[src/rtl/div_ctrl_if.sv]
// Request/response channel between the execute stage (master) and the
// divide controller (slave). Widths default to RV32 with 5-bit tags.
interface div_ctrl_if #(
  parameter int XLEN  = 32,
  parameter int TAG_W = 5
);
  logic             req_valid;
  logic             req_ready;
  logic [1:0]       req_op;
  logic [XLEN-1:0]  req_rs1;
  logic [XLEN-1:0]  req_rs2;
  logic [TAG_W-1:0] req_tag;
  logic             resp_valid;
  logic             resp_ready;
  logic [XLEN-1:0]  resp_data;
  logic [TAG_W-1:0] resp_tag;

  // Execute stage: issues requests, consumes responses.
  modport master (
    output req_valid, req_op, req_rs1, req_rs2, req_tag, resp_ready,
    input  req_ready, resp_valid, resp_data, resp_tag
  );

  // Divide controller: accepts requests, produces responses.
  modport slave (
    input  req_valid, req_op, req_rs1, req_rs2, req_tag, resp_ready,
    output req_ready, resp_valid, resp_data, resp_tag
  );
endinterface

[src/rtl/div_ctrl.sv]
// RV32M DIV/DIVU/REM/REMU controller in front of a sequential unsigned
// divider. Signed operands are reduced to magnitudes, the divider is started
// and waited on, then the sign is restored on the selected result.
// Divide-by-zero and signed overflow are answered without using the divider.
module div_ctrl #(
  parameter int XLEN  = 32,
  parameter int TAG_W = 5
) (
  input  logic            clk,
  input  logic            reset,
  div_ctrl_if.slave       bus,
  input  logic            flush,
  output logic            div_start,
  output logic [XLEN-1:0] div_dividend,
  output logic [XLEN-1:0] div_divisor,
  input  logic [XLEN-1:0] div_quotient,
  input  logic [XLEN-1:0] div_remainder,
  input  logic            div_busy
);

  typedef enum logic [2:0] {
    IDLE, START, WAIT, FIX, RESP, DRAIN
  } state_t;

  localparam logic [XLEN-1:0] INT_MIN = {1'b1, {(XLEN-1){1'b0}}};
  localparam logic [XLEN-1:0] ONE     = XLEN'(1);

  state_t           r_state;
  logic             r_sel_rem;   // result is the remainder (REM/REMU)
  logic             r_neg_q;     // quotient needs negation
  logic             r_neg_r;     // remainder needs negation
  logic [XLEN-1:0]  r_dividend;
  logic [XLEN-1:0]  r_divisor;
  logic [XLEN-1:0]  r_quo;
  logic [XLEN-1:0]  r_rem;
  logic             r_resp_valid;
  logic [XLEN-1:0]  r_resp_data;
  logic [TAG_W-1:0] r_resp_tag;

  logic             w_accept;
  logic             w_signed;
  logic             w_rs1_neg;
  logic             w_rs2_neg;
  logic [XLEN-1:0]  w_mag1;
  logic [XLEN-1:0]  w_mag2;
  logic             w_div_zero;
  logic             w_overflow;
  logic [XLEN-1:0]  w_special_data;
  logic [XLEN-1:0]  w_fix_q;
  logic [XLEN-1:0]  w_fix_r;

  // NOTE: plain continuous assigns for pure combinational decode; nothing
  // here holds state, so no latch can be inferred.
  assign bus.req_ready = (r_state == IDLE) && !flush;
  assign w_accept      = bus.req_valid && bus.req_ready;

  // funct3[0]==0 selects the signed variants (DIV, REM).
  assign w_signed  = ~bus.req_op[0];
  assign w_rs1_neg = w_signed & bus.req_rs1[XLEN-1];
  assign w_rs2_neg = w_signed & bus.req_rs2[XLEN-1];
  // INT_MIN negates to itself, which is exactly its unsigned magnitude.
  assign w_mag1    = w_rs1_neg ? (~bus.req_rs1 + ONE) : bus.req_rs1;
  assign w_mag2    = w_rs2_neg ? (~bus.req_rs2 + ONE) : bus.req_rs2;

  assign w_div_zero = (bus.req_rs2 == '0);
  assign w_overflow = w_signed && (bus.req_rs1 == INT_MIN) && (bus.req_rs2 == '1);

  // Architected results for the cases the divider never sees.
  assign w_special_data = w_div_zero ? (bus.req_op[1] ? bus.req_rs1 : '1)
                                     : (bus.req_op[1] ? '0 : INT_MIN);

  assign w_fix_q = r_neg_q ? (~r_quo + ONE) : r_quo;
  assign w_fix_r = r_neg_r ? (~r_rem + ONE) : r_rem;

  // The start pulse is the START state itself; a flush in that cycle kills it.
  assign div_start      = (r_state == START) && !flush;
  // A flushed response is withdrawn in the same cycle so it cannot transfer.
  assign bus.resp_valid = r_resp_valid && !flush;
  assign bus.resp_data  = r_resp_data;
  assign bus.resp_tag   = r_resp_tag;
  assign div_dividend   = r_dividend;
  assign div_divisor    = r_divisor;

  // Control FSM and all datapath registers.
  // NOTE: sequential state uses non-blocking assignments so every register
  // samples the pre-edge values, independent of statement order.
  always_ff @(posedge clk or posedge reset) begin
    if (reset) begin
      r_state      <= IDLE;
      r_sel_rem    <= 1'b0;
      r_neg_q      <= 1'b0;
      r_neg_r      <= 1'b0;
      r_dividend   <= '0;
      r_divisor    <= '0;
      r_quo        <= '0;
      r_rem        <= '0;
      r_resp_valid <= 1'b0;
      r_resp_data  <= '0;
      r_resp_tag   <= '0;
    end else begin
      case (r_state)
        IDLE: begin
          if (w_accept) begin
            r_sel_rem  <= bus.req_op[1];
            r_neg_q    <= w_rs1_neg ^ w_rs2_neg;
            r_neg_r    <= w_rs1_neg;
            r_dividend <= w_mag1;
            r_divisor  <= w_mag2;
            r_resp_tag <= bus.req_tag;
            if (w_div_zero || w_overflow) begin
              r_resp_data  <= w_special_data;
              r_resp_valid <= 1'b1;
              r_state      <= RESP;
            end else begin
              r_state <= START;
            end
          end
        end
        START: begin
          r_state <= flush ? IDLE : WAIT;
        end
        WAIT: begin
          if (flush) begin
            r_state <= DRAIN;
          end else if (!div_busy) begin
            r_quo   <= div_quotient;
            r_rem   <= div_remainder;
            r_state <= FIX;
          end
        end
        FIX: begin
          if (flush) begin
            r_state <= IDLE;
          end else begin
            r_resp_data  <= r_sel_rem ? w_fix_r : w_fix_q;
            r_resp_valid <= 1'b1;
            r_state      <= RESP;
          end
        end
        RESP: begin
          if (flush || bus.resp_ready) begin
            r_resp_valid <= 1'b0;
            r_state      <= IDLE;
          end
        end
        DRAIN: begin
          // The divider finishes the killed operation; its result is dropped.
          if (!div_busy) r_state <= IDLE;
        end
        default: r_state <= IDLE;
      endcase
    end
  end

endmodule

[src/flat_wrapper.sv]
// flat-port wrapper written by rule: the top's interface ports become plain ports
module div_ctrl_flat 
#(
  parameter int XLEN  = 32,
  parameter int TAG_W = 5
)
  (clk, reset, flush, div_start, div_dividend, div_divisor, div_quotient, div_remainder, div_busy, bus_req_valid, bus_req_op, bus_req_rs1, bus_req_rs2, bus_req_tag, bus_resp_ready, bus_req_ready, bus_resp_valid, bus_resp_data, bus_resp_tag);
  div_ctrl_if #(.XLEN(XLEN), .TAG_W(TAG_W)) bus_i ();
  input  logic clk;
  input  logic reset;
  input  logic flush;
  output logic div_start;
  output logic [XLEN-1:0] div_dividend;
  output logic [XLEN-1:0] div_divisor;
  input  logic [XLEN-1:0] div_quotient;
  input  logic [XLEN-1:0] div_remainder;
  input  logic div_busy;
  input wire logic [$bits(bus_i.req_valid)-1:0] bus_req_valid;
  input wire logic [$bits(bus_i.req_op)-1:0] bus_req_op;
  input wire logic [$bits(bus_i.req_rs1)-1:0] bus_req_rs1;
  input wire logic [$bits(bus_i.req_rs2)-1:0] bus_req_rs2;
  input wire logic [$bits(bus_i.req_tag)-1:0] bus_req_tag;
  input wire logic [$bits(bus_i.resp_ready)-1:0] bus_resp_ready;
  output wire logic [$bits(bus_i.req_ready)-1:0] bus_req_ready;
  output wire logic [$bits(bus_i.resp_valid)-1:0] bus_resp_valid;
  output wire logic [$bits(bus_i.resp_data)-1:0] bus_resp_data;
  output wire logic [$bits(bus_i.resp_tag)-1:0] bus_resp_tag;
  assign bus_i.req_valid = bus_req_valid;
  assign bus_i.req_op = bus_req_op;
  assign bus_i.req_rs1 = bus_req_rs1;
  assign bus_i.req_rs2 = bus_req_rs2;
  assign bus_i.req_tag = bus_req_tag;
  assign bus_i.resp_ready = bus_resp_ready;
  assign bus_req_ready = bus_i.req_ready;
  assign bus_resp_valid = bus_i.resp_valid;
  assign bus_resp_data = bus_i.resp_data;
  assign bus_resp_tag = bus_i.resp_tag;
  div_ctrl #(.XLEN(XLEN), .TAG_W(TAG_W)) u_core (.clk(clk), .reset(reset), .bus(bus_i), .flush(flush), .div_start(div_start), .div_dividend(div_dividend), .div_divisor(div_divisor), .div_quotient(div_quotient), .div_remainder(div_remainder), .div_busy(div_busy));
endmodule
[config.mk]
export PLATFORM = sky130hd
export DESIGN_NAME = div_ctrl_flat
export DESIGN_NICKNAME = d
export VERILOG_FILES = /design/src/rtl/div_ctrl_if.sv /design/src/rtl/div_ctrl.sv /design/src/flat_wrapper.sv
export SDC_FILE = /design/constraint.sdc
export NUM_CORES = 1
export LEC_CHECK = 0
export BUFFER_PORTS_ARGS = -buffer_cell sky130_fd_sc_hd__buf_2
export CAP_MARGIN = 15
export CORE_AREA = 2 2 228 118
export CTS_BUF_LIST = sky130_fd_sc_hd__clkbuf_8
export DETAILED_ROUTE_END_ITERATION = 6
export DIE_AREA = 0 0 230 120
export PLACE_DENSITY = 0.64
export RECOVER_POWER = 50
export SETUP_SLACK_MARGIN = 0.05
export SLEW_MARGIN = 5
export SYNTH_ARGS = -nofsm -noshare
export SYNTH_HDL_FRONTEND = slang
export SYNTH_SLANG_ARGS = --single-unit
[constraint.sdc]
create_clock -name clk -period 5.3 [get_ports clk]
set_input_delay 0.795 -clock clk [delete_from_list [all_inputs] [get_ports clk]]
set_output_delay 0.795 -clock clk [all_outputs]
set_load 0.01 [all_outputs]
# [Word level (Yosys, flattened, before mapping)]
# Cells that the tools add are included.
[totals] register_bits=172 ramBits=0 elab_cells=82 latch_bits=0 rom_bits=0 n_memories=0
[classes] addsub=4 shift=0 n_lt_le_gt_ge=0 n_mux=26 eq_ne=13 n_bitwise=10 reduce_logical=18 n_div=0 mul=0
[ops] operator="32-bit 2-to-1 mux" n=11
[ops] operator="32-bit by 1-bit adder with 32-bit output, second input constant" n=4
[ops] operator="32-bit NOT" n=4
[ops] operator="32-bit == test, second input constant" n=2
[ops] operator="32-bit case mux with 2 select lines" n=1
[ops] operator="32-bit logical NOT" n=1
[ops] operator="3-bit 2-to-1 mux" n=7
[ops] operator="3-bit case mux with 6 select lines" n=1
[ops] operator="4-bit AND reduction" n=2
[ops] operator="3-bit by 2-bit == test with 1-bit output, second input constant" n=2
[ops] operator="3-bit == test, second input constant" n=2
[ops] operator="1-bit logical AND" n=6
[ops] operator="2-bit inequality test, second input constant" n=3
[ops] operator="5-bit AND reduction" n=1
[ops] operator="1-bit 2-to-1 mux" n=4
[ops] operator="2-bit by 1-bit inequality test with 1-bit output, second input constant" n=2
[ops] operator="3-bit by 1-bit == test with 1-bit output, second input constant" n=1
[ops] operator="3-bit logical NOT" n=1
[ops] operator="3-bit inequality test, second input constant" n=1
[ops] operator="1-bit NOT" n=3
[ops] operator="1-bit case mux with 3 select lines" n=1
[ops] operator="3-bit AND reduction" n=1
[ops] operator="3-bit nonzero test" n=1
[ops] operator="1-bit AND" n=2
[ops] operator="6 further kinds" n=7

# [Depth between registers and ports, before layout]
# Gate-level depths: netlist of the first run.
[depth] ltp_word=7 depth_mapped=10 ltp_nobuf=8

# [Worst setup path after synthesis of the first run]
# Ideal clock, no wire load.
[synth_timing] path_kind="input to register" start="input port bus_req_rs1[6]" end="register u_core.r_resp_data[0], in the netlist u_core.bus.resp_data[0]" setup_slack_ps=2149 required_ps=5173 arrival_ps=3023 setup_time_ps=127 cell_stages=7 path_cell_list="or4_4 -> nor4_4 -> nand3_2 -> o41ai_4 -> a21o_2 -> buf_6 -> mux2_1"
[synth_between] elab_chain_len=6
[synth_rtl] element="from (decl)" line_no="flat_wrapper.sv:20" rtl="input wire logic [$bits(bus_i.req_rs1)-1:0] bus_req_rs1;"
[synth_rtl] element="32-bit == test" line_no="div_ctrl.sv:66" rtl="assign w_overflow = w_signed && (bus.req_rs1 == INT_MIN) && (bus.req_rs2 == '1);"
[synth_rtl] element="1-bit logical AND (2 in a row)" line_no="div_ctrl.sv:66"
[synth_rtl] element="1-bit logical OR" line_no="div_ctrl.sv:110" rtl="if (w_div_zero || w_overflow) begin"
[synth_rtl] element="2-bit inequality test (no source line)"
[synth_rtl] element="4-bit AND reduction (no source line)"
[synth_rtl] element="to (signal assigned)" line_no="div_ctrl.sv:111" rtl="r_resp_data <= w_special_data;"
[synth_rtl] element="to (signal assigned)" line_no="div_ctrl.sv:135" rtl="r_resp_data <= r_sel_rem ? w_fix_r : w_fix_q;"
[synth_rtl] element="to (decl)" line_no="div_ctrl.sv:37" rtl="logic [XLEN-1:0] r_resp_data;"
# Every way passes these cells.
# A chain may end at the register's enable or synchronous reset.

# [Final worst setup path of the first run]
[layout_timing] start="input port bus_req_rs1[6]" end="register u_core.r_resp_data[15], in the netlist u_core.bus.resp_data[15]"
# The elaborated chain is that of the path after synthesis.

==> run metrics, run 1 <==
net count after synthesis around 1200; Yosys top cell area share 0.428; global-route wire length before repair slightly above 50000 um; vias in the first global route between 8000 and 9000; Root Buffer clkbuf_8; Area contributors post-synth dfrtp_1 (43%), mux2_2 (7.0%), xnor2_1 (6.4%), o21ai_0 (5.7%), nand2_1 (4.8%); Die X ~230 um; CP max stage cell a21o_2; PwrDens 511 nW/um^2; syn_area_per_cell 9.41 um^2; XOR/XNOR Fraction of Synth Area 0.0940; Post-synth EDFFs 0; asr flop ratio synth 1.00; max-cap violation count 0; DR vias roughly 9100; Layout area overhead 18.1%; # hold bufs at CTS 0; f_max 0.277 GHz; worst-path maximum fanout 31; setup violators final 0; post-synthesis register bit count between 150 and 200; DRT Pass-1 Iters 5; startpoint types input pin; drt drc 0; drt total wl between 30000 and 40000 um; mapped cell area 10100 um^2; final instance area roughly 12000 um^2; worst path cell trace buf_2 > or4_4 > nor4_4 > nand3_2 > o41ai_4 > buf_4 > a21o_2 > mux2_2; Top Ports 245; Final min period 3.60 ns; clk slew on worst S/H paths 0.09 ns; detailed-route wire length per cell 20.1 um; vias per inst ~5.6; core region area roughly 26000 um^2; Rows 42; initial antenna violation count 3; Max clock buf depth 2; layout cells sized above 1 0.245; area leader, netlist dfrtp_1; Die Ht roughly 120 um; Sum Neg Setup Slack 0 ns; Critical Path End Type flip-flop; H-tree depth 4; Synth Area in Adders 0.00622; post-synthesis mux area share 0.0934; Setup Fix Bufs, Post-CTS 0; status finished, final reports clean; TritonCTS Buffers 17; delay of the slowest critical-path stage between 0.6 and 0.7 ns; post-synthesis sequential area ratio 0.428; VDD IR-drop max between 0.15 and 0.2 mV; largest family of logic cells by synthesized area compound AO/OA/AOI/OAI gates; Final WS setup around 1.7 ns; worst hold path type flip-flop to flip-flop; ys flop type dfrtp_1; Ys Warns 0; worst setup path category input pin to flip-flop; RSZ-0062 raised after global routing no; total grt overflow 0; Post-DP HPWL between 20000 and 30000 um; RD Place Congestion approximately 0.95; Worst Tran Pin Value around 1.0 ns; Compound-Gate Fraction of Synth Area 0.181; Mapped Cells between 1000 and 1500; die footprint ~28000 um^2; Placed Area ~12000 um^2; DRT antenna net count 0; Pleak 5.13 nW; maximum number of pins on one net before global-route repair roughly 170; synth unique cells 57; Initial Util 0.391; Final Hold Fails 0; worst-skew pair later-pin latency around 0.50 ns; worst path required time between 5 and 6 ns; CTS tree done; Worst EP arrival 3.99 ns; Post-CTS Resized 0; period utilisation layout 0.680; All-Layer GR Usage 0.247; TritonCTS Sinks between 150 and 200; Final Max Tran Viols 0; Buffers on Ports ~240; worst slack at placement about 1.2 ns; Max-slew headroom 0.319; post-layout net count about 1400; post-synthesis simple-gate area fraction 0.161; Worst Skew 0.0116 ns; DRT iter0 DRCs 969
cell families after synthesis:
| family | after synthesis |
|---|---|
| simple gates | 320 |
| compound gates | 287 |
| flops | 172 |
| xor+xnor | 108 |
| buf+inv | 92 |
| mux | 85 |
| fa+ha+maj | 5 |
worst paths after layout:
path                                        start                       end  slack, ns  cells past startpoint
max                                bus_req_rs1[6]  u_core.bus.resp_data[15]       1.70                      8
min                        u_core.div_divisor[26]    u_core.div_divisor[26]       0.49                      2
max reg2reg                       u_core.r_rem[6]  u_core.bus.resp_data[31]       2.10                      6
min reg2reg                u_core.div_divisor[26]    u_core.div_divisor[26]       0.49                      2
max in group asynchronous                   reset           u_core.r_rem[1]       4.00                      3
min in group asynchronous                   reset    u_core.div_divisor[25]       0.55                      3
metal layers:
| metal | GRT usage | part of all wire | vias up |
|---|---|---|---|
| li1 | - | - | 4297 |
| met5 | 0 | 0.00058 | - |
| met4 | 0.0690 | 0.017 | 4 |
| met1 | 0.387 | 0.50 | 4417 |
| met3 | 0.0589 | 0.081 | 39 |
| met2 | 0.329 | 0.40 | 378 |
cells in the mapped netlist, types with 10 or more instances:
cell type / count
mux2_2: 63
nand2_1: 128
nor3_1: 14
or3_1: 15
xor2_1: 34
o22ai_1: 10
o21ai_0: 114
a211oi_1: 18
or4_1: 26
xnor2_1: 74
mux2i_1: 14
o41ai_1: 16
a21oi_1: 38
clkbuf_1: 59
nand4_1: 12
nand2b_1: 10
inv_1: 21
nor4_1: 20
dfrtp_1: 172
nor2b_1: 10
nor2_1: 47
a31oi_1: 20
o31ai_1: 35
cells in the final DEF, fill, tap and decap left out, drive strengths merged, types with 9 or more instances in the layout:
cell / count
buf: 207
dfrtp: 172
nand2: 128
o21ai: 114
xnor2: 74
mux2: 71
clkbuf: 71
nor2: 47
a21oi: 38
o31ai: 35
xor2: 34
or4: 27
inv: 24
nor4: 21
a31oi: 20
o41ai: 19
a211oi: 18
or3: 15
nor3: 14
mux2i: 14
nand4: 12
nand2b: 10
nor2b: 10
o22ai: 10
nand3: 10
a22oi: 9
worst max-delay path: cells and delay by family:
| kind | cells | cell delay, ns |
|---|---|---|
| and+or+nand+nor | 3 | 1.29 |
| AOI/OAI and AO/OA | 2 | 1.00 |
| buffers and inverters | 2 | 0.47 |
| muxes | 1 | 0.41 |
registers in the layout, summed over array words and instances, names as in the netlist:
name,flops
u_core.r_state,3
u_core.r_resp_valid,1
u_core.r_sel_rem,1
u_core.r_rem,32
u_core.r_quo,32
u_core.bus.resp_data,32
u_core.r_neg_q,1
u_core.bus.resp_tag,5
u_core.div_divisor,32
u_core.r_neg_r,1
u_core.div_dividend,32
report_power, final:
group | switching (W) | internal [W] | total [W] | leakage [nW]
Clock | 0.000501 | 0.000443 | 0.000944 | 0.200
Sequential | 0.000650 | 0.00194 | 0.00259 | 2.13
Combinational | 0.00142 | 0.00112 | 0.00254 | 2.80
stage by stage:
stage / instances / total power (W) / util / hold slack, ns
2_1_floorplan: 1069 / 0.00413 / - / 0.469
3_3_place_gp: 1608 / 0.00510 / 0.449 / 0.455
3_5_place_dp: 1608 / 0.00518 / 0.449 / 0.462
4_1_cts: 1638 / 0.00614 / 0.464 / 0.453
5_1_grt: 1640 / 0.00654 / 0.461 / 0.464
6_report: 1640 / 0.00607 / 0.461 / 0.486
cell type report:
| cell class | count | area (um^2) |
|---|---|---|
| fillers | 2569 | 13900 |
| inverters | 22 | 83.8 |
| clock inverters | 10 | 101 |
| well taps | 352 | 440 |
| multi-input cells | 805 | 5400 |
| clock buffers | 20 | 275 |
| diodes | 1 | 2.50 |
| flip-flops and latches | 172 | 4300 |
| repair buffers | 258 | 1270 |
No activity file was read; power rests on OpenSTA's default activity.
==> run 2, diff against run 1 <==
- ABC_AREA: not set -> 1
- CORE_AREA: 2 2 228 118 -> 2 2 237 122
- DIE_AREA: 0 0 230 120 -> 0 0 239 124
- clock period: 5.3 -> 2.9 ns (I/O delays scaled with it)
==> run 2 against run 1 <==
Effect of this change: clock-buffer cell count shrank 2; final cell count grew 35%; combinational power grew 120%; setup slack lost 1.2 ns; hold slack lost 0.38 ns; critical path depth grew 5; critical path type is now flip-flop to flip-flop; largest power group is now combinational logic.
==> run metrics, run 2 <==
status finished, final reports clean (unchanged); Final WS setup 0.509 ns (was 1.70 ns); worst-skew pair later-pin latency 0.51 ns (was 0.50 ns); worst-path maximum fanout 12 (was 31); DR vias 11521 (was 9135); setup violators final 0 (unchanged); DRT Pass-1 Iters 6 (was 5); Die Ht 124 um (was 120 um); Yosys top cell area share 0.395 (was 0.428); Worst Skew 0.0139 ns (was 0.0116 ns); All-Layer GR Usage 0.253 (was 0.247); VDD IR-drop max 0.372 mV (was 0.194 mV); RD Place Congestion 0.949 (was 0.955); f_max 0.418 GHz; maximum number of pins on one net before global-route repair 111 (was 173); PwrDens 928 nW/um^2 (was 511 nW/um^2); die footprint 29600 um^2 (was 27600 um^2); Buffers on Ports 244 (unchanged); Post-DP HPWL 28000 um (was 25000 um); asr flop ratio synth 1.00 (unchanged); global-route wire length before repair 57600 um (was 52000 um); Sum Neg Setup Slack 0 ns (unchanged); Final min period around 2.4 ns; Max clock buf depth 2 (unchanged); worst setup path category flip-flop to flip-flop (was input pin to flip-flop); Final Hold Fails 0 (unchanged); Max-slew headroom 0.301 (was 0.319); worst hold path type input pin to flip-flop (was flip-flop to flip-flop); most common cell after layout, fill and taps aside nand2_1 (was buf_2); worst path cell trace inv_1 > ha_1 > nand3_1 > nor2_1 > nand2_1 > nand2_1 > nand4_1 > nand3_1 > nand2_1 > nand2_1 > nand2_1 > nand2_1 > nand2_1 (was buf_2 > or4_4 > nor4_4 > nand3_2 > o41ai_4 > buf_4 > a21o_2 > mux2_2); Post-synth EDFFs 0 (unchanged); post-synthesis register bit count 172 (unchanged); total grt overflow 0 (unchanged); DRT iter0 DRCs 908 (was 969); startpoint types flip-flop (was input pin); most frequent cells in the layout nand2_1 (517), nor2_1 (199), buf_2 (193), dfrtp_1 (172), nand3_1 (162) (was buf_2 (194), dfrtp_1 (172), nand2_1 (127), o21ai_0 (114), xnor2_1 (74)); delay-heaviest family, CP simple AND/OR/NAND/NOR gates (unchanged); worst path required time 3.31 ns (was 5.69 ns); Post-synth top cells nand2_1 (518), nor2_1 (201), dfrtp_1 (172) (was dfrtp_1 (172), nand2_1 (128), o21ai_0 (114)); CP bufs+invs 1 (was 2); core region area 27400 um^2 (was 25700 um^2); footprint of the multi-input gates 5810 um^2 (was 5400 um^2); Ys Warns 0 (unchanged); Pleak 6.53 nW (was 5.13 nW); Register Area 4300 um^2 (unchanged); Die X 239 um (was 230 um); Util after Layout 0.468 (was 0.461); initial antenna violation count 2 (was 3); vias per inst 5.21 (was 5.57); period utilisation layout 0.825; TritonCTS Sinks 172 (unchanged); Layout area overhead 17.9% (was 18.1%); detailed-route wire length per cell 16.7 um (was 20.1 um); CP max stage cell dfrtp_1 (was a21o_2); net count after synthesis 1763 (was 1215); worst slack at placement 0.474 ns (was 1.18 ns); drt drc 0 (unchanged); Area contributors post-synth dfrtp_1 (40%), nand2_1 (18%), nand3_1 (7.4%), nor2_1 (6.9%), o21ai_0 (4.8%) (was dfrtp_1 (43%), mux2_2 (7.0%), xnor2_1 (6.4%), o21ai_0 (5.7%), nand2_1 (4.8%)); top-count cell post-synth nand2_1 (was dfrtp_1); Root Buffer clkbuf_8 (unchanged); Critical Path End Type flip-flop (unchanged); post-synthesis sequential area ratio 0.395 (was 0.428); post-layout net count 1982 (was 1422); Top Ports 245 (unchanged); TritonCTS Buffers 17 (unchanged); max-cap violation count 0 (unchanged); vias in the first global route 10686 (was 8802); crit-path most repeated cell nand2_1; Worst EP arrival 2.80 ns (was 3.99 ns); Final Max Tran Viols 0 (unchanged); RSZ-0062 raised after global routing no (unchanged); clk slew on worst S/H paths 0.10 ns (was 0.09 ns); Filler cells 2901 (was 2569); Mapped Cells 1617 (was 1069); synth unique cells 44 (was 57); H-tree depth 4 (unchanged); Rows 43 (was 42); ys flop type dfrtp_1 (unchanged); Worst Tran Pin Value 1.05 ns (was 1.02 ns); delay of the slowest critical-path stage 0.37 ns (was 0.63 ns); CTS tree done (unchanged); mapped cell area 10900 um^2 (was 10100 um^2); DRT antenna net count 0 (unchanged); Initial Util 0.397 (was 0.391); layout cells sized above 1 0.156 (was 0.245); syn_area_per_cell 6.73 um^2 (was 9.41 um^2); drt total wl 37000 um (was 32900 um); area leader, netlist dfrtp_1 (unchanged)
==> run 2: cell types whose count changed after synthesis, moves of 18 or more <==
cell      delta
nand2_1    +390
nor2_1     +154
nand3_1    +153
inv_1      +106
xnor2_1     -70
mux2_2      -50
a21oi_1     +48
o211ai_1    +26
o31ai_1     -26
or4_1       -26
a31oi_1     -18
nor4_1      -18
==> run 2: worst paths after layout <==
check,from,end,slack [ns],depth (start not counted)
max reg2reg,u_core.r_quo[1],u_core.bus.resp_data[26],0.51,13
min reg2reg,u_core.bus.resp_tag[3],u_core.bus.resp_tag[3],0.49,2
min,bus_req_tag[4],u_core.bus.resp_tag[4],0.11,3
max,u_core.r_quo[1],u_core.bus.resp_data[26],0.51,13
max in group asynchronous,reset,u_core.r_rem[23],0.93,4
min in group asynchronous,reset,u_core.r_quo[17],0.55,3
==> run 2: through the flow <==
stage	total power, W	cell area, um^2	hold WS [ns]	instances
after detailed placement	0.0101	12500	0.460	2176
after CTS	0.0120	12900	0.0798	2209
after floorplan	0.00800	10900	0.462	1617
after global routing	0.0129	12800	0.107	2210
after global placement	0.0101	12500	0.458	2176
final	0.0119	12800	0.110	2210
==> run 2: where the power goes <==
group / internal (W) / switching, W
combinational: 0.00191 / 0.00368
clock: 0.000803 / 0.00103
sequential: 0.00350 / 0.000988
total: 0.00621 / 0.00570
==> run 2: worst register-to-register path, cell delays in order (launching register included) <==
cell     delay (ns)
dfrtp_1        0.37
inv_1          0.12
ha_1           0.22
nand3_1        0.11
nor2_1         0.35
nand2_1        0.09
nand2_1        0.33
nand4_1        0.14
nand3_1        0.12
nand2_1        0.15
nand2_1        0.10
nand2_1        0.05
nand2_1        0.07
nand2_1        0.06
==> run 2: final cells by class <==
| type | count | share of cell area |
|---|---|---|
| antenna | 1 | 0.000195 |
| clock buffer | 18 | 0.0193 |
| clock inverter | 14 | 0.0124 |
| inverter | 133 | 0.0391 |
| multi-input combinational | 1245 | 0.452 |
| sequential | 172 | 0.335 |
| tap | 360 | 0.0351 |
| timing repair buffer | 267 | 0.107 |
==> run 2: cells by family after synthesis <==
kind of cell	count (synthesis)	share of synthesized area
AOI/OAI and AO/OA	245	0.124
adders and majority gates	5	0.00575
and+or+nand+nor	951	0.364
muxes	13	0.0134
DFF	172	0.395
buffers and inverters	200	0.0730
xor gates and xnor gates	31	0.0249
==> run 2: metal layers <==
metal,up-vias,routed length (um),track usage
li1,5707,-,-
met4,0,557,0.0691
met2,324,17500,0.425
met1,5454,16700,0.338
met5,-,0,0
met3,36,2180,0.0443
==> run 2: timing repair <==
action,4_1_cts,5_1_grt
setup buffers,0,0
gates resized for setup,0,0
hold endpoints to repair,12,0
hold buffers,1,0
==> run 3, diff against run 2 <==
- ABC_AREA: 1 -> 0
- CORE_AREA: 2 2 237 122 -> 2 2 228 118
- DIE_AREA: 0 0 239 124 -> 0 0 230 120
- clock period: 2.9 -> 1.95 ns (I/O delays scaled with it)
==> run 3 against run 2 <==
Effect of this change: the run now ends with negative setup slack left; hold slack lost 0.088 ns; utilization grew 14 points; maximum frequency shrank 7.0%; first-iteration DRC count shrank 6.8%; critical path depth shrank 5; via count shrank 8.1%; total power grew 75%; clock power grew 56%; sequential share of layout area shrank 6.2 points; largest cell class unchanged.
==> run metrics, run 3 (same netlist as run 1, synthesis figures left out) <==
status finished, violations left (was finished, final reports clean); failing checks negative setup slack; Max-slew headroom 0.424 (was 0.301); Rows 42 (was 43); Placed Cells 1851 (was 2176); internal power 0.0123 W (was 0.00621 W); worst setup path category flip-flop to flip-flop (unchanged); TritonCTS Buffers 17 (unchanged); Final min period 2.57 ns (was 2.39 ns); VDD IR-drop max 0.611 mV (was 0.372 mV); All-Layer GR Usage 0.282 (was 0.253); H-tree depth 4 (unchanged); global-route wire length before repair 59000 um (was 57600 um); Final Hold Fails 0 (unchanged); Buffers on Ports 244 (unchanged); clock share of power 0.138 (was 0.154); most frequent cells in the layout buf_4 (243), buf_2 (230), dfrtp_1 (172), nand2_1 (123), o21ai_0 (99) (was nand2_1 (517), nor2_1 (199), buf_2 (193), dfrtp_1 (172), nand3_1 (162)); DRT iter0 DRCs 846 (was 908); Layout area overhead 56.7% (was 17.9%); RD Place Congestion 0.965 (was 0.949); startpoint types flip-flop (unchanged); Die Ht 120 um (was 124 um); drt drc 0 (unchanged); TritonCTS Sinks 172 (unchanged); Filler cells 2227 (was 2901); worst slack at placement -0.693 ns (was 0.474 ns); worst-skew pair later-pin latency 0.51 ns (about the same); Critical Path End Type flip-flop (unchanged); setup violators final 36 (was 0); final instance area 15800 um^2 (was 12800 um^2); drt total wl 40100 um (was 37000 um); Layout Cells excl Fill 1951 (was 2210); max-cap violation count 0 (unchanged); vias in the first global route 10135 (was 10686); maximum number of pins on one net before global-route repair 130 (was 111); ANT cells 0 (was 1); RSZ-0062 raised after global routing yes (was no); Root Buffer clkbuf_8 (unchanged); Worst EP arrival 2.96 ns (was 2.80 ns); worst path required time 2.34 ns (was 3.31 ns); total grt overflow 0 (unchanged); clk slew on worst S/H paths 0.09 ns (was 0.10 ns); period utilisation layout 1.32 (was 0.825); worst-path maximum fanout 6 (was 12); Final WS setup -0.620 ns (was 0.509 ns); Initial Util 0.391 (was 0.397); Sw Ratio 0.407 (was 0.479); Worst Tran Pin Value 0.864 ns (was 1.05 ns); Sum Neg Setup Slack -13.18 ns (was 0 ns); Top Ports 245 (unchanged); Pleak 7.20 nW (was 6.53 nW); Placed Area 13900 um^2 (was 12500 um^2); f_max 0.389 GHz (was 0.418 GHz); most common cell after layout, fill and taps aside buf_4 (was nand2_1); DRT Pass-1 Iters 5 (was 6); die footprint 27600 um^2 (was 29600 um^2); worst hold path type input pin to flip-flop (unchanged); PwrDens 1320 nW/um^2 (was 928 nW/um^2); Seq pwr share 0.314 (was 0.377); Die X 230 um (was 239 um); Post-DP HPWL 29200 um (was 28000 um); DR vias 10590 (was 11521); detailed-route wire length per cell 20.5 um (was 16.7 um); CTS tree done (unchanged); Logic pwr share 0.548 (was 0.469); Worst Skew 0.0157 ns (was 0.0139 ns); layout cells sized above 1 0.460 (was 0.156); core region area 25700 um^2 (was 27400 um^2); post-layout net count 1734 (was 1982); Max clock buf depth 2 (unchanged); vias per inst 5.43 (was 5.21); P_sw 0.00847 W (was 0.00570 W); initial antenna violation count 0 (was 2); total power 0.0208 W (was 0.0119 W); DRT antenna net count 0 (unchanged); Final Max Tran Viols 0 (unchanged)
run 3: cell count changes in the layout (fill, tap and decap cells not counted), sizes merged, moves of 49 or more:
| cell | change |
|---|---|
| nand2 | -391 |
| inv | -113 |
| buf | +305 |
| a21oi | -49 |
| mux2 | +58 |
| nor2 | -161 |
| nand3 | -154 |
| xnor2 | +70 |
run 3: worst max-delay path, cell delays in order (launching register included):
cell and delay, ns:
dfrtp_1 0.38, or4_4 0.55, buf_6 0.13, or4_4 0.61
buf_6 0.17, o41ai_4 0.21, xnor2_1 0.12, a22oi_1 0.19
a31oi_1 0.10
run 3: worst paths after layout:
kind                            slack, ns  cells after the start               startpoint                        to
worst max-delay path                -0.62                      8         u_core.r_rem[11]  u_core.bus.resp_data[25]
worst min register to register       0.48                      2  u_core.div_dividend[25]   u_core.div_dividend[25]
worst min-delay path                 0.02                      2         div_quotient[21]          u_core.r_quo[21]
min in group asynchronous            0.42                      3                    reset       u_core.r_resp_valid
worst max register to register      -0.62                      8         u_core.r_rem[11]  u_core.bus.resp_data[25]
max in group asynchronous            0.18                      4                    reset           u_core.r_rem[5]
run 3: metrics by stage:
stage / hold slack [ns] / util
3_3_place_gp: 0.326 / 0.539
5_1_grt: 0.0120 / 0.612
4_1_cts: 0.000666 / 0.595
3_5_place_dp: 0.341 / 0.539
2_1_floorplan: 0.398 / -
6_report: 0.0225 / 0.612
run 3: cell type report:
class                      count  area [um^2]  share of cell area
clock buffer                  23          317              0.0201
clock inverter                 7          111             0.00706
inverter                      22         83.8             0.00532
multi-input combinational    805         6320               0.401
sequential                   172         4300               0.273
tap                          352          440              0.0279
timing repair buffer         570         4190               0.266
run 3: power by group through the flow:
stage	Clock [W]	Sequential [W]	Combinational, W
2_1_floorplan	0	0.00700	0.00467
3_3_place_gp	0	0.00645	0.00963
3_5_place_dp	0	0.00651	0.00980
4_1_cts	0.00291	0.00649	0.0107
5_1_grt	0.00306	0.00672	0.0122
6_report	0.00286	0.00654	0.0114
run 3: per-layer routing:
| metal | track usage | routed length [um] | vias to the layer above |
|---|---|---|---|
| met5 | 0 | 0 | - |
| met4 | 0.0681 | 726 | 0 |
| met3 | 0.0725 | 3080 | 45 |
| met2 | 0.380 | 16300 | 399 |
| met1 | 0.440 | 20000 | 5220 |
| li1 | - | - | 4926 |
run 3: repair_timing:
item | 4_1_cts | 5_1_grt
pin swaps | 47 | 46
cloned | 3 | 5
setup buffers | 22 | 17
endpoints found under the hold margin | 37 | 0
resized for setup | 91 | 72
hold buffers | 28 | 0
setup endpoints to repair | 36 | 82
